File: src/rtl/reaction_timer_core.sv
// Reaction-timer engine: LFSR-randomised wait, GO indicator, packed-BCD reaction count,
// false-start and overflow detection. Define REACTION_BEST_EN to build the best-time register.
module reaction_timer_core #(
    parameter int TICK_DIV   = 50000,
    parameter int DIGITS     = 4,
    parameter int MIN_DELAY  = 1000,
    parameter int DELAY_STEP = 16
) (
    input  logic                  MAX10_CLK1_50,
    input  logic                  RESET_N,
    input  logic                  enable,
    input  logic                  start,
    input  logic                  stop,
    output logic [4*DIGITS-1:0]   bcd,
    output logic [4*DIGITS-1:0]   best_bcd,
    output logic                  led_go,
    output logic                  done,
    output logic                  false_start,
    output logic                  timeout,
    output logic [2:0]            state,
    output logic [7:0]            lfsr
);
    localparam int BW = 4 * DIGITS;
    localparam int PW = $clog2(TICK_DIV);
    localparam int CW = $clog2(MIN_DELAY + 255 * DELAY_STEP + 1);

    localparam logic [2:0] S_IDLE  = 3'd0;
    localparam logic [2:0] S_WAIT  = 3'd1;
    localparam logic [2:0] S_GO    = 3'd2;
    localparam logic [2:0] S_DONE  = 3'd3;
    localparam logic [2:0] S_FALSE = 3'd4;

    function automatic logic [BW-1:0] all_nines();
        logic [BW-1:0] v;
        v = {BW{1'b0}};
        for (int i = 0; i < DIGITS; i++) begin
            v[4*i +: 4] = 4'd9;
        end
        return v;
    endfunction

    // Decimal increment with carry rippling from digit 0 upward.
    function automatic logic [BW-1:0] bcd_inc(input logic [BW-1:0] v);
        logic [BW-1:0] r;
        logic          carry;
        r     = v;
        carry = 1'b1;
        for (int i = 0; i < DIGITS; i++) begin
            if (carry) begin
                if (v[4*i +: 4] == 4'd9) begin
                    r[4*i +: 4] = 4'd0;
                    carry       = 1'b1;
                end else begin
                    r[4*i +: 4] = v[4*i +: 4] + 4'd1;
                    carry       = 1'b0;
                end
            end else begin
                r[4*i +: 4] = v[4*i +: 4];
            end
        end
        return r;
    endfunction

    // Fibonacci x^8+x^6+x^5+x^4+1, shifting toward the MSB.
    function automatic logic [7:0] lfsr_next(input logic [7:0] v);
        return {v[6:0], v[7] ^ v[5] ^ v[4] ^ v[3]};
    endfunction

    localparam logic [BW-1:0] BCD_ZERO   = {BW{1'b0}};
    localparam logic [BW-1:0] BCD_NINES  = all_nines();
    localparam logic [PW-1:0] PRESC_ZERO = PW'(0);
    localparam logic [PW-1:0] PRESC_ONE  = PW'(1);
    localparam logic [PW-1:0] PRESC_LAST = PW'(TICK_DIV - 1);
    localparam logic [CW-1:0] CNT_ZERO   = CW'(0);
    localparam logic [CW-1:0] CNT_ONE    = CW'(1);

    logic [PW-1:0] presc_r;
    logic [7:0]    lfsr_r;
    logic [CW-1:0] cnt_r;
    logic [BW-1:0] bcd_r;
    logic [2:0]    state_r;
    logic          led_go_r;
    logic          done_r;
    logic          false_r;
    logic          timeout_r;

    logic          tick_s;
    logic          accept_s;
    logic [CW-1:0] cnt_load_s;
    logic [2:0]    state_nx_s;
    logic [CW-1:0] cnt_nx_s;
    logic [BW-1:0] bcd_nx_s;
    logic          timeout_nx_s;

    assign tick_s     = enable & (presc_r == PRESC_LAST);
    assign cnt_load_s = CW'(MIN_DELAY) + CW'(lfsr_r) * CW'(DELAY_STEP);

    // Trial sequencer: next state, countdown and elapsed-count datapath.
    always_comb begin
        state_nx_s   = state_r;
        cnt_nx_s     = cnt_r;
        bcd_nx_s     = bcd_r;
        timeout_nx_s = timeout_r;
        accept_s     = 1'b0;
        case (state_r)
            S_IDLE, S_DONE, S_FALSE: begin
                if (start) begin
                    accept_s     = 1'b1;
                    state_nx_s   = S_WAIT;
                    cnt_nx_s     = cnt_load_s;
                    bcd_nx_s     = BCD_ZERO;
                    timeout_nx_s = 1'b0;
                end else begin
                    state_nx_s = state_r;
                end
            end
            S_WAIT: begin
                if (stop) begin
                    state_nx_s = S_FALSE;
                end else if (tick_s) begin
                    if (cnt_r <= CNT_ONE) begin
                        state_nx_s = S_GO;
                        cnt_nx_s   = CNT_ZERO;
                    end else begin
                        cnt_nx_s = cnt_r - CNT_ONE;
                    end
                end else begin
                    cnt_nx_s = cnt_r;
                end
            end
            S_GO: begin
                // A tick landing together with stop is deliberately not counted.
                if (stop) begin
                    state_nx_s = S_DONE;
                end else if (tick_s) begin
                    if (bcd_r == BCD_NINES) begin
                        timeout_nx_s = 1'b1;
                        state_nx_s   = S_DONE;
                    end else begin
                        bcd_nx_s = bcd_inc(bcd_r);
                    end
                end else begin
                    bcd_nx_s = bcd_r;
                end
            end
            default: begin
                state_nx_s = S_IDLE;
            end
        endcase
    end

    // Tick prescaler (restarted by every accepted start) and free-running LFSR.
    always_ff @(posedge MAX10_CLK1_50 or negedge RESET_N) begin
        if (!RESET_N) begin
            presc_r <= PRESC_ZERO;
            lfsr_r  <= 8'h01;
        end else begin
            lfsr_r <= lfsr_next(lfsr_r);
            if (accept_s || tick_s) begin
                presc_r <= PRESC_ZERO;
            end else if (enable) begin
                presc_r <= presc_r + PRESC_ONE;
            end else begin
                presc_r <= presc_r;
            end
        end
    end

    // State, datapath and per-state status flags, all registered.
    always_ff @(posedge MAX10_CLK1_50 or negedge RESET_N) begin
        if (!RESET_N) begin
            state_r   <= S_IDLE;
            cnt_r     <= CNT_ZERO;
            bcd_r     <= BCD_ZERO;
            timeout_r <= 1'b0;
            led_go_r  <= 1'b0;
            done_r    <= 1'b0;
            false_r   <= 1'b0;
        end else begin
            state_r   <= state_nx_s;
            cnt_r     <= cnt_nx_s;
            bcd_r     <= bcd_nx_s;
            timeout_r <= timeout_nx_s;
            led_go_r  <= (state_nx_s == S_GO);
            done_r    <= (state_nx_s == S_DONE);
            false_r   <= (state_nx_s == S_FALSE);
        end
    end

`ifdef REACTION_BEST_EN
    logic [BW-1:0] best_r;
    logic          best_pend_r;

    // Best-time capture one cycle after a stop-terminated GO; packed BCD orders like binary.
    always_ff @(posedge MAX10_CLK1_50 or negedge RESET_N) begin
        if (!RESET_N) begin
            best_r      <= BCD_NINES;
            best_pend_r <= 1'b0;
        end else begin
            best_pend_r <= (state_r == S_GO) & stop;
            if (best_pend_r && (bcd_r < best_r)) begin
                best_r <= bcd_r;
            end else begin
                best_r <= best_r;
            end
        end
    end

    assign best_bcd = best_r;
`else
    assign best_bcd = {BW{1'b1}};
`endif

    assign bcd         = bcd_r;
    assign led_go      = led_go_r;
    assign done        = done_r;
    assign false_start = false_r;
    assign timeout     = timeout_r;
    assign state       = state_r;
    assign lfsr        = lfsr_r;

endmodule
File: config.mk
export PLATFORM = sky130hd
export DESIGN_NAME = reaction_timer_core
export DESIGN_NICKNAME = d
export VERILOG_FILES = /design/src/rtl/reaction_timer_core.sv
export SDC_FILE = /design/constraint.sdc
export NUM_CORES = 1
export LEC_CHECK = 0
export ABC_AREA = 1
export BUFFER_PORTS_ARGS = -buffer_cell sky130_fd_sc_hd__buf_2
export CAP_MARGIN = 25
export CORE_MARGIN = 3
export CORE_UTILIZATION = 40
export CTS_BUF_LIST = sky130_fd_sc_hd__clkbuf_2 sky130_fd_sc_hd__clkbuf_4 sky130_fd_sc_hd__clkbuf_8
export CTS_CLUSTER_SIZE = 28
export DETAILED_ROUTE_END_ITERATION = 8
export GPL_ROUTABILITY_DRIVEN = 0
export HOLD_SLACK_MARGIN = 0.08
export SLEW_MARGIN = 30
export SYNTH_ARGS = -nofsm -noshare
export SYNTH_HDL_FRONTEND = slang
export SYNTH_SLANG_ARGS = --single-unit
export TNS_END_PERCENT = 20
File: constraint.sdc
create_clock -name MAX10_CLK1_50 -period 1.9 [get_ports MAX10_CLK1_50]
set_input_delay 0.095 -clock MAX10_CLK1_50 [delete_from_list [all_inputs] [get_ports MAX10_CLK1_50]]
set_output_delay 0.095 -clock MAX10_CLK1_50 [all_outputs]
set_load 0.02 [all_outputs]
==> metrics.md, run 1 <==
| Metric | Value |
|---|---|
| Worst-path maximum fanout | `10` |
| CTS Root Buffer Type | `clkbuf_8` |
| Startpoint types | `register` |
| GR Util met3 | `0.0346` |
| Slew Limit Fails | `0` |
| HP Class | `primary input to register` |
| Die height | `105 µm` |
| Pwr dens | `approximately 990 nW/µm²` |
| Fin. Hold Viols | `0` |
| Status | `completed` |
| Syn-to-layout area delta | `15.1%` |
| Min Clock Period, post-route | `1.70 ns` |
| Final Cycle Share | `0.894` |
| Drt wl/cell | `between 10 and 15 µm` |
| Row Count | `35` |
| GR Util All Layers | `0.175` |
| VDD IR max | `roughly 0.57 mV` |
| Fmax | `589 MHz` |
| Placed cells | `approximately 710` |
| CTS tree | `done` |
| Residual DRC | `0` |
| Avg Vias per Cell | `approximately 4.9` |
| Via count | `3530` |
| Die footprint | `11000 µm²` |
| Maxcap violations | `0` |
| Htree depth | `3` |
| Seq/Total Area, Yosys | `0.383` |
| Starting density of the core | `0.418` |
| Post-synthesis register bit count | `60` |
| Final Total Pwr | `4.46 mW` |
| Cells after synthesis | `between 500 and 600` |
| Crit path capture type | `register` |
| Mapped cell area | `3920 µm²` |
| Core footprint | `between 9000 and 10000 µm²` |
| Commonest non-fill, non-tap cell in the layout | `nand2_1` |
| Post-synth cell types | `35` |
| Setup Skew | `about 0.010 ns` |
| Io pins | `52` |
| Iteration-0 DRC count of the detailed router | `between 100 and 150` |
| Worst-case clock buffer depth | `2` |
| Cells on worst reg2reg path | `8` |
| Yosys warnings | `0` |
| Port bufs | `35` |
| LEAKAGE | `2.33 nW` |
| Remaining antenna violation count | `0` |
| Drt first pass iters | `4` |
| Hold Slack | `around 0.11 ns` |
| Dpl ws | `just under 0.06 ns` |
| ANT cells | `0` |
| First-pass GRT wire length | `between 15 and 20 mm` |
| PnR worst setup slack | `about 0.2 ns` |
| CTS Buf Count | `9` |
| Global-route track usage on met2 | `0.290` |
| Final total negative setup slack | `0 ns` |
| Layout cell share with drive strength beyond 1 | `0.169` |
| Antenna violations before repair | `0` |
| Vias in the first global route | `~3500` |
| Layer carrying the most global-route usage | `met2` |
| Met1 GRT Util | `0.233` |
| Hold Path Stages | `3` |
| Final cell count without fillers | `727` |
| Finish-stage setup viols | `0` |
| Clock Latency Late Sink | `0.34 ns` |
| CTS Sinks | `60` |
| Hpwl dp | `about 6.7 mm` |
| Worst Path Required | `around 2.2 ns` |
| Most frequent cells in the layout | `nand2_1 (162), dfrtp_1 (59), nor2_1 (56)` |
| RSZ-0062 raised after global routing | `no` |
| Largest net degree at the start of global routing | `36` |
| Nets | `610` |
| Clk pin slew, worst setup/hold paths | `approximately 0.070 ns` |
| Congestion Overflow GR | `0` |
| Syn avg cell area | `7.33 µm²` |
| WL final | `around 8.9 mm` |
| CP Data Arrival Time | `1.98 ns` |
| Kind of critical path | `register to register` |
| Die width | `105 µm` |
[registers in the layout, summed over array words and instances, names as in the netlist]
name,flops
bcd,16
cnt_r,13
done,1
false_start,1
led_go,1
lfsr,8
presc_r,16
state,3
timeout,1
[through the flow]
step	utilization	cell area (µm²)
3_5_place_dp	0.457	4290
6_report	0.482	4510
2_1_floorplan	-	3980
4_1_cts	0.481	4510
3_3_place_gp	0.457	4290
5_1_grt	0.482	4510
[repair_timing]
item,CTS,global route
hold endpoints to repair,62,0
resized for setup,0,1
setup endpoints to repair,0,8
buffers inserted,0,0
hold buffers,2,0
[cells in the mapped netlist, drive strengths merged]
cell    number  area share
a21boi       3      0.0067
a21o         1      0.0019
a21oi        2      0.0026
a31oi        1      0.0016
buf         24       0.044
conb         1     0.00096
dfrtp       59        0.38
dfstp        1      0.0067
ha          12       0.038
inv         51       0.049
nand2      168        0.17
nand3       44       0.059
nand3b       3      0.0057
nand4       19       0.030
nor2        70       0.082
nor3        19       0.024
nor3b        2      0.0038
o21ai       25       0.032
o21bai       2      0.0067
o32ai        2      0.0045
or2          1      0.0016
xnor2       11       0.025
xor2        14       0.031
[power by group]
group	leakage (nW)	total, mW	internal [mW]	switching (mW)
clock network	0.106	1.22	0.688	0.534
logic	1.41	1.60	0.574	1.03
registers	0.810	1.63	1.45	0.181
[worst max-delay path, stage by stage, from the launching register on]
cell	delay, ns
dfrtp_1	0.37
ha_1	0.19
nand3_2	0.12
nor2_1	0.15
nand3_2	0.15
o21bai_4	0.29
buf_4	0.21
nand4_1	0.09
nand2_1	0.07
[layer usage]
metal / wire, µm / share of wire
met1: 4240 / 0.47
met3: 366 / 0.041
met5: 0 / 0
met2: 4210 / 0.47
met4: 129 / 0.014
[cells by family after synthesis]
group	synth area share
AND/OR/NAND/NOR	0.373
buffers and inverters	0.0925
flip-flops	0.383
AO/OA/AOI/OAI	0.0558
XOR/XNOR	0.0558
adder cells (fa/ha/maj)	0.0383
other	0.000956
[worst paths after layout]
kind | startpoint | endpoint | slack (ns)
setup reg to reg | presc_r[1] | bcd[9] | 0.20
max in group asynchronous | RESET_N | state[0] | 1.21
min in group asynchronous | RESET_N | presc_r[13] | 0.29
setup / recovery | presc_r[1] | bcd[9] | 0.20
hold / removal | enable | presc_r[1] | 0.11
hold reg to reg | lfsr[0] | lfsr[1] | 0.41
[area by class of cell]
class                           instances  area, µm²
Inverter                               51        191
Timing Repair Buffer                   56        338
Multi-Input combinational cell        415       2110
Fill cell                             991       4860
Clock inverter                          4       47.5
Tap cell                              129        161
Sequential cell                        60       1500
Clock buffer                           12        159
Power figures use the tool's default switching activity.
==> run 2: changes to the inputs <==
Settings changed: PLACE_DENSITY set to 0.68.
==> run 2 against run 1 <==
Compared with the run above:
- sequential share of layout area is 0.55 points lower
- wire length is 2.3% lower
- die area stayed put
- combinational power hardly changed
- sequential power hardly changed
- largest power group unchanged
- flip-flop and latch count stayed put
- via count is 2.0% higher
- clock skew hardly changed
- hold slack better by 0.061 ns
- register-to-register slack worse by 0.09 ns
- worst setup slack worse by 0.087 ns
- maximum frequency is 4.9% lower
==> metrics.md, run 2 (same netlist as run 1, synthesis figures left out) <==
| Metric | Value |
|---|---|
| Status | `completed` |
| Core footprint | `9370 µm²` |
| Worst R2R Setup Slack | `between 0.1 and 0.15 ns` |
| Die footprint | `11000 µm²` |
| CTS Buf Count | `9` |
| Drt wl/cell | `approximately 12 µm` |
| Iteration-0 DRC count of the detailed router | `161` |
| Comb pwr share | `0.342` |
| Port bufs | `35` |
| Congestion Overflow GR | `0` |
| Slowest cell delay on critical path | `around 0.41 ns` |
| Crit path capture type | `register` |
| Io pins | `52` |
| GR Util All Layers | `0.165` |
| HP Class | `primary input to register` |
| Min Clock Period, post-route | `approximately 1.8 ns` |
| Row Count | `35` |
| CTS tree | `done` |
| Fmax | `about 560 MHz` |
| LEAKAGE | `approximately 2.3 nW` |
| Slowest-stage cell, CP | `dfrtp_2` |
| Remaining antenna violation count | `0` |
| Net Switching | `around 1.7 mW` |
| CTS Sinks | `60` |
| Kind of critical path | `register to register` |
| Top delay family on crit path | `simple AND/OR/NAND/NOR gates` |
| Via count | `about 3600` |
| Critical path cell sequence | `ha_2, nand3_4, nor2_2, nand3_2, o21bai_4, buf_4, nand4_1, nand2_1` |
| Avg Vias per Cell | `approximately 5.0` |
| Worst-path maximum fanout | `8` |
| Htree depth | `3` |
| WP buf/inv | `1` |
| Starting density of the core | `0.418` |
| Worst-case clock buffer depth | `2` |
| Nets | `between 600 and 700` |
| Clock Latency Late Sink | `0.34 ns` |
| Final Cycle Share | `0.940` |
| Drt first pass iters | `4` |
| Pwr dens | `~1000 nW/µm²` |
| ANT cells | `0` |
| CTS Root Buffer Type | `clkbuf_8` |
| Clock network fraction of total power | `0.310` |
| Seq pwr share | `0.348` |
| Hpwl dp | `6.39 mm` |
| Slew Limit Fails | `0` |
| Most frequent cells in the layout | `nand2_1 (162), dfrtp_1 (57), nor2_1 (55)` |
| Die height | `105 µm` |
| Switching part of the total | `0.368` |
| Largest net degree at the start of global routing | `slightly above 60` |
| Finish-stage setup viols | `0` |
| Residual DRC | `0` |
| Setup Skew | `between 0.01 and 0.015 ns` |
| Die width | `between 100 and 150 µm` |
| CP Data Arrival Time | `approximately 2.1 ns` |
| Startpoint types | `register` |
| Fin. Hold Viols | `0` |
| Layout cell share with drive strength beyond 1 | `0.171` |
| First-pass GRT wire length | `~15 mm` |
| VDD IR max | `0.676 mV` |
| Syn-to-layout area delta | `17.3%` |
| Clk pin slew, worst setup/hold paths | `approximately 0.070 ns` |
| Hold Slack | `~0.17 ns` |
| WL final | `8.74 mm` |
| Worst Path Required | `2.18 ns` |
| Final Total Pwr | `around 4.7 mW` |
| Maxcap violations | `0` |
| Commonest non-fill, non-tap cell in the layout | `nand2_1` |
| Int Pwr | `between 2 and 3 mW` |
| Vias in the first global route | `around 3300` |
| Antenna violations before repair | `0` |
run 2: tightest hold or removal path: stages:
cell      delay [ns]
buf_2           0.11
nand2_2         0.11
a21boi_1        0.15
run 2: layout make-up:
class                      instances  area [µm²]
multi-input combinational        415        2140
timing repair buffer              54         342
clock inverter                     4        95.1
tap                              129         161
fill                             931        4770
inverter                          51         194
clock buffer                      12         159
sequential                        60        1510
run 2: layer usage:
layer / global-route usage / part of all wire / up-vias
met4: 0.0431 / 0.019 / 0
li1: - / - / 1809
met3: 0.0469 / 0.057 / 19
met5: 0 / 0 / -
met1: 0.215 / 0.46 / 1658
met2: 0.268 / 0.47 / 116
run 2: repair_timing:
action | CTS | global route
pin swaps | 0 | 1
resized for setup | 1 | 10
setup buffers | 0 | 2
hold endpoints to repair | 63 | 0
hold buffers | 3 | 0
endpoints found under the setup margin | 1 | 28
run 2: final timing paths:
path	from	endpoint	cells past startpoint
min	start	timeout	3
min in group asynchronous	RESET_N	presc_r[9]	3
max	presc_r[0]	bcd[5]	8
max in group asynchronous	RESET_N	lfsr[0]	3
min reg2reg	lfsr[1]	lfsr[2]	0
max reg2reg	presc_r[0]	bcd[5]	8
run 2: per-stage QoR:
step | cells | cell area, µm² | setup TNS, ns | setup slack (ns) | util
floorplan | 550 | 3980 | 0 | 0.209 | -
global placement | 704 | 4260 | 0 | 0.0397 | 0.455
detailed placement | 704 | 4260 | -0.0107 | -0.0107 | 0.455
CTS | 723 | 4550 | 0 | 0.0556 | 0.485
global route | 725 | 4600 | -0.0293 | -0.0108 | 0.491
finish | 725 | 4600 | 0 | 0.114 | 0.491
run 2: power by group through the flow:
| stage | registers [mW] | clock network (mW) | logic, mW |
|---|---|---|---|
| final | 1.65 | 1.47 | 1.62 |
| after global routing | 1.68 | 1.56 | 1.84 |
| after CTS | 1.64 | 1.50 | 1.61 |
| after detailed placement | 1.66 | 0 | 1.59 |
| after global placement | 1.66 | 0 | 1.57 |
| after floorplan | 1.68 | 0 | 1.14 |
==> run 3: changes to the inputs <==
Settings changed: BUFFER_PORTS_ARGS -buffer_cell sky130_fd_sc_hd__buf_2 to not set, DONT_BUFFER_PORTS set to 1, PLACE_DENSITY 0.68 to 0.63, SLEW_MARGIN 30 to 15.
==> run 3 against run 2 <==
Compared with the run above:
- combinational power is 5% lower
- worst setup slack improved by 0.010 ns
- die area unchanged
- maximum frequency rose by 0.59%
- first-iteration DRC count fell by 15%
- total power fell by 8.4%
- non-clock buffer count down 21
- core utilization is 1.6 points lower
- largest power group unchanged
==> metrics.md, run 3 (same netlist as run 1, synthesis figures left out) <==
| Metric | Value |
|---|---|
| Hold Startpoint | `enable` |
| Htree depth | `3` |
| CTS Root Buffer Type | `clkbuf_8` |
| Register area | `1500 µm²` |
| Remaining antenna violation count | `0` |
| LEAKAGE | `around 2.2 nW` |
| First-pass GRT wire length | `between 15 and 20 mm` |
| Status | `completed` |
| WL final | `8.78 mm` |
| Drt wl/cell | `around 12 µm` |
| Clk pin slew, worst setup/hold paths | `0.07 ns` |
| Io pins | `between 50 and 60` |
| Iteration-0 DRC count of the detailed router | `approximately 140` |
| Met1 GRT Util | `0.208` |
| Layer carrying the most global-route usage | `met2` |
| Clock network fraction of total power | `0.260` |
| ANT cells | `0` |
| Worst-path maximum fanout | `9` |
| RSZ-0062 raised after global routing | `yes` |
| Net Switching | `between 1.5 and 2 mW` |
| Comb pwr share | `0.355` |
| Die width | `~110 µm` |
| Global-route track usage on met2 | `0.283` |
| Syn-to-layout area delta | `13.5%` |
| Fin. Hold Viols | `0` |
| Kind of critical path | `register to register` |
| Drt first pass iters | `4` |
| Finish-stage setup viols | `0` |
| Worst Path Required | `2.10 ns` |
| # fillers | `between 900 and 1000` |
| Slew Limit Fails | `0` |
| Min Clock Period, post-route | `1.78 ns` |
| Final Cell Area | `~4500 µm²` |
| R2R Path Start | `presc_r[1]` |
| Starting density of the core | `0.418` |
| CTS Sinks | `60` |
| Maxcap violations | `0` |
| Fmax | `563 MHz` |
| Final total negative setup slack | `0 ns` |
| GR Util met3 | `0.0408` |
| Largest net degree at the start of global routing | `61` |
| Port bufs | `0` |
| Final Cycle Share | `0.935` |
| VDD IR max | `0.608 mV` |
| Die footprint | `11000 µm²` |
| Critical path startpoint | `presc_r[1]` |
| Final Core Density | `0.475` |
| Clock Latency Late Sink | `~0.34 ns` |
| Final Total Pwr | `about 4.3 mW` |
| Multi-input gate area | `~2100 µm²` |
| Startpoint types | `register` |
| Int Pwr | `between 2 and 3 mW` |
| Antenna violations before repair | `0` |
| Vias in the first global route | `roughly 3300` |
| CTS tree | `done` |
| Residual DRC | `0` |
| Setup Skew | `~0.015 ns` |
| Die height | `about 110 µm` |
| Nets | `587` |
| Most frequent cells in the layout | `nand2_1 (162), dfrtp_1 (59), nor2_1 (56)` |
| Layout cell share with drive strength beyond 1 | `0.134` |
| DP Area | `between 4000 and 5000 µm²` |
| Row Count | `35` |
| HP Class | `primary input to register` |
| Pwr dens | `a little under 1000 nW/µm²` |
| CTS Buf Count | `9` |
| Via count | `~3500` |
| Worst-case clock buffer depth | `2` |
| Seq pwr share | `0.385` |
| Commonest non-fill, non-tap cell in the layout | `nand2_1` |
| Core footprint | `~9400 µm²` |
| GR Util All Layers | `0.166` |
| Crit path capture type | `register` |
| Avg Vias per Cell | `between 4 and 5` |
| Congestion Overflow GR | `0` |
| Hold Slack | `about 0.25 ns` |
| Hpwl dp | `approximately 6.5 mm` |
| CP Data Arrival Time | `1.98 ns` |
| Switching part of the total | `0.398` |
[run 3: changes by cell type in the layout (fill, tap and decap cells not counted), moves of 2 or more]
| cell | change |
|---|---|
| buf_2 | -35 |
| dfrtp_1 | +2 |
| clkbuf_8 | -2 |
| dfrtp_2 | -2 |
| buf_4 | +14 |
| nand3_2 | +2 |
| bufinv_16 | -2 |
| clkinv_2 | +2 |
[run 3: worst paths after layout]
path,endpoint,slack (ns),cells after the start
min,bcd[8],0.25,6
min reg2reg,lfsr[1],0.47,0
max in group asynchronous,lfsr[0],1.33,2
max,presc_r[10],0.12,9
max reg2reg,presc_r[10],0.12,9
min in group asynchronous,led_go,0.28,2
[run 3: layout make-up]
class / count / area share
multi-input combinational: 415 / 0.477
sequential: 60 / 0.338
timing repair buffer: 33 / 0.0630
inverter: 51 / 0.0430
tap: 129 / 0.0363
clock buffer: 11 / 0.0312
clock inverter: 5 / 0.0118
[run 3: routing by layer]
metal,vias up,share of wire
li1,1760,-
met4,0,0.018
met1,1620,0.44
met5,-,0
met2,89,0.48
met3,18,0.056
[run 3: metrics by stage]
| step | setup slack [ns] | cells |
|---|---|---|
| floorplan | 0.209 | 550 |
| global placement | 0.137 | 683 |
| detailed placement | 0.0244 | 683 |
| CTS | 0.0187 | 704 |
| global route | -0.0147 | 704 |
| finish | 0.124 | 704 |
[run 3: what timing repair did]
| item | 4_1_cts | 5_1_grt |
|---|---|---|
| hold endpoints to repair | 78 | 0 |
| resized for setup | 0 | 5 |
| hold buffers | 5 | 0 |
| buffers inserted | 0 | 0 |
| endpoints found under the setup margin | 0 | 21 |
[run 3: worst max-delay path, stage by stage (launching register included)]
cell and delay (ns):
dfrtp_1 0.37, ha_1 0.19, nand3_2 0.16, nor2_1 0.17, nand3_2 0.16, nand2_4 0.10, buf_4 0.16, inv_1 0.15
nand3_1 0.11, o21ai_0 0.07
[run 3: power by group through the flow]
stage | clock network (mW) | logic (mW) | registers, mW
2_1_floorplan | 0 | 1.14 | 1.68
3_3_place_gp | 0 | 1.45 | 1.68
4_1_cts | 1.16 | 1.54 | 1.67
3_5_place_dp | 0 | 1.48 | 1.69
5_1_grt | 1.22 | 1.77 | 1.70
6_report | 1.13 | 1.54 | 1.67
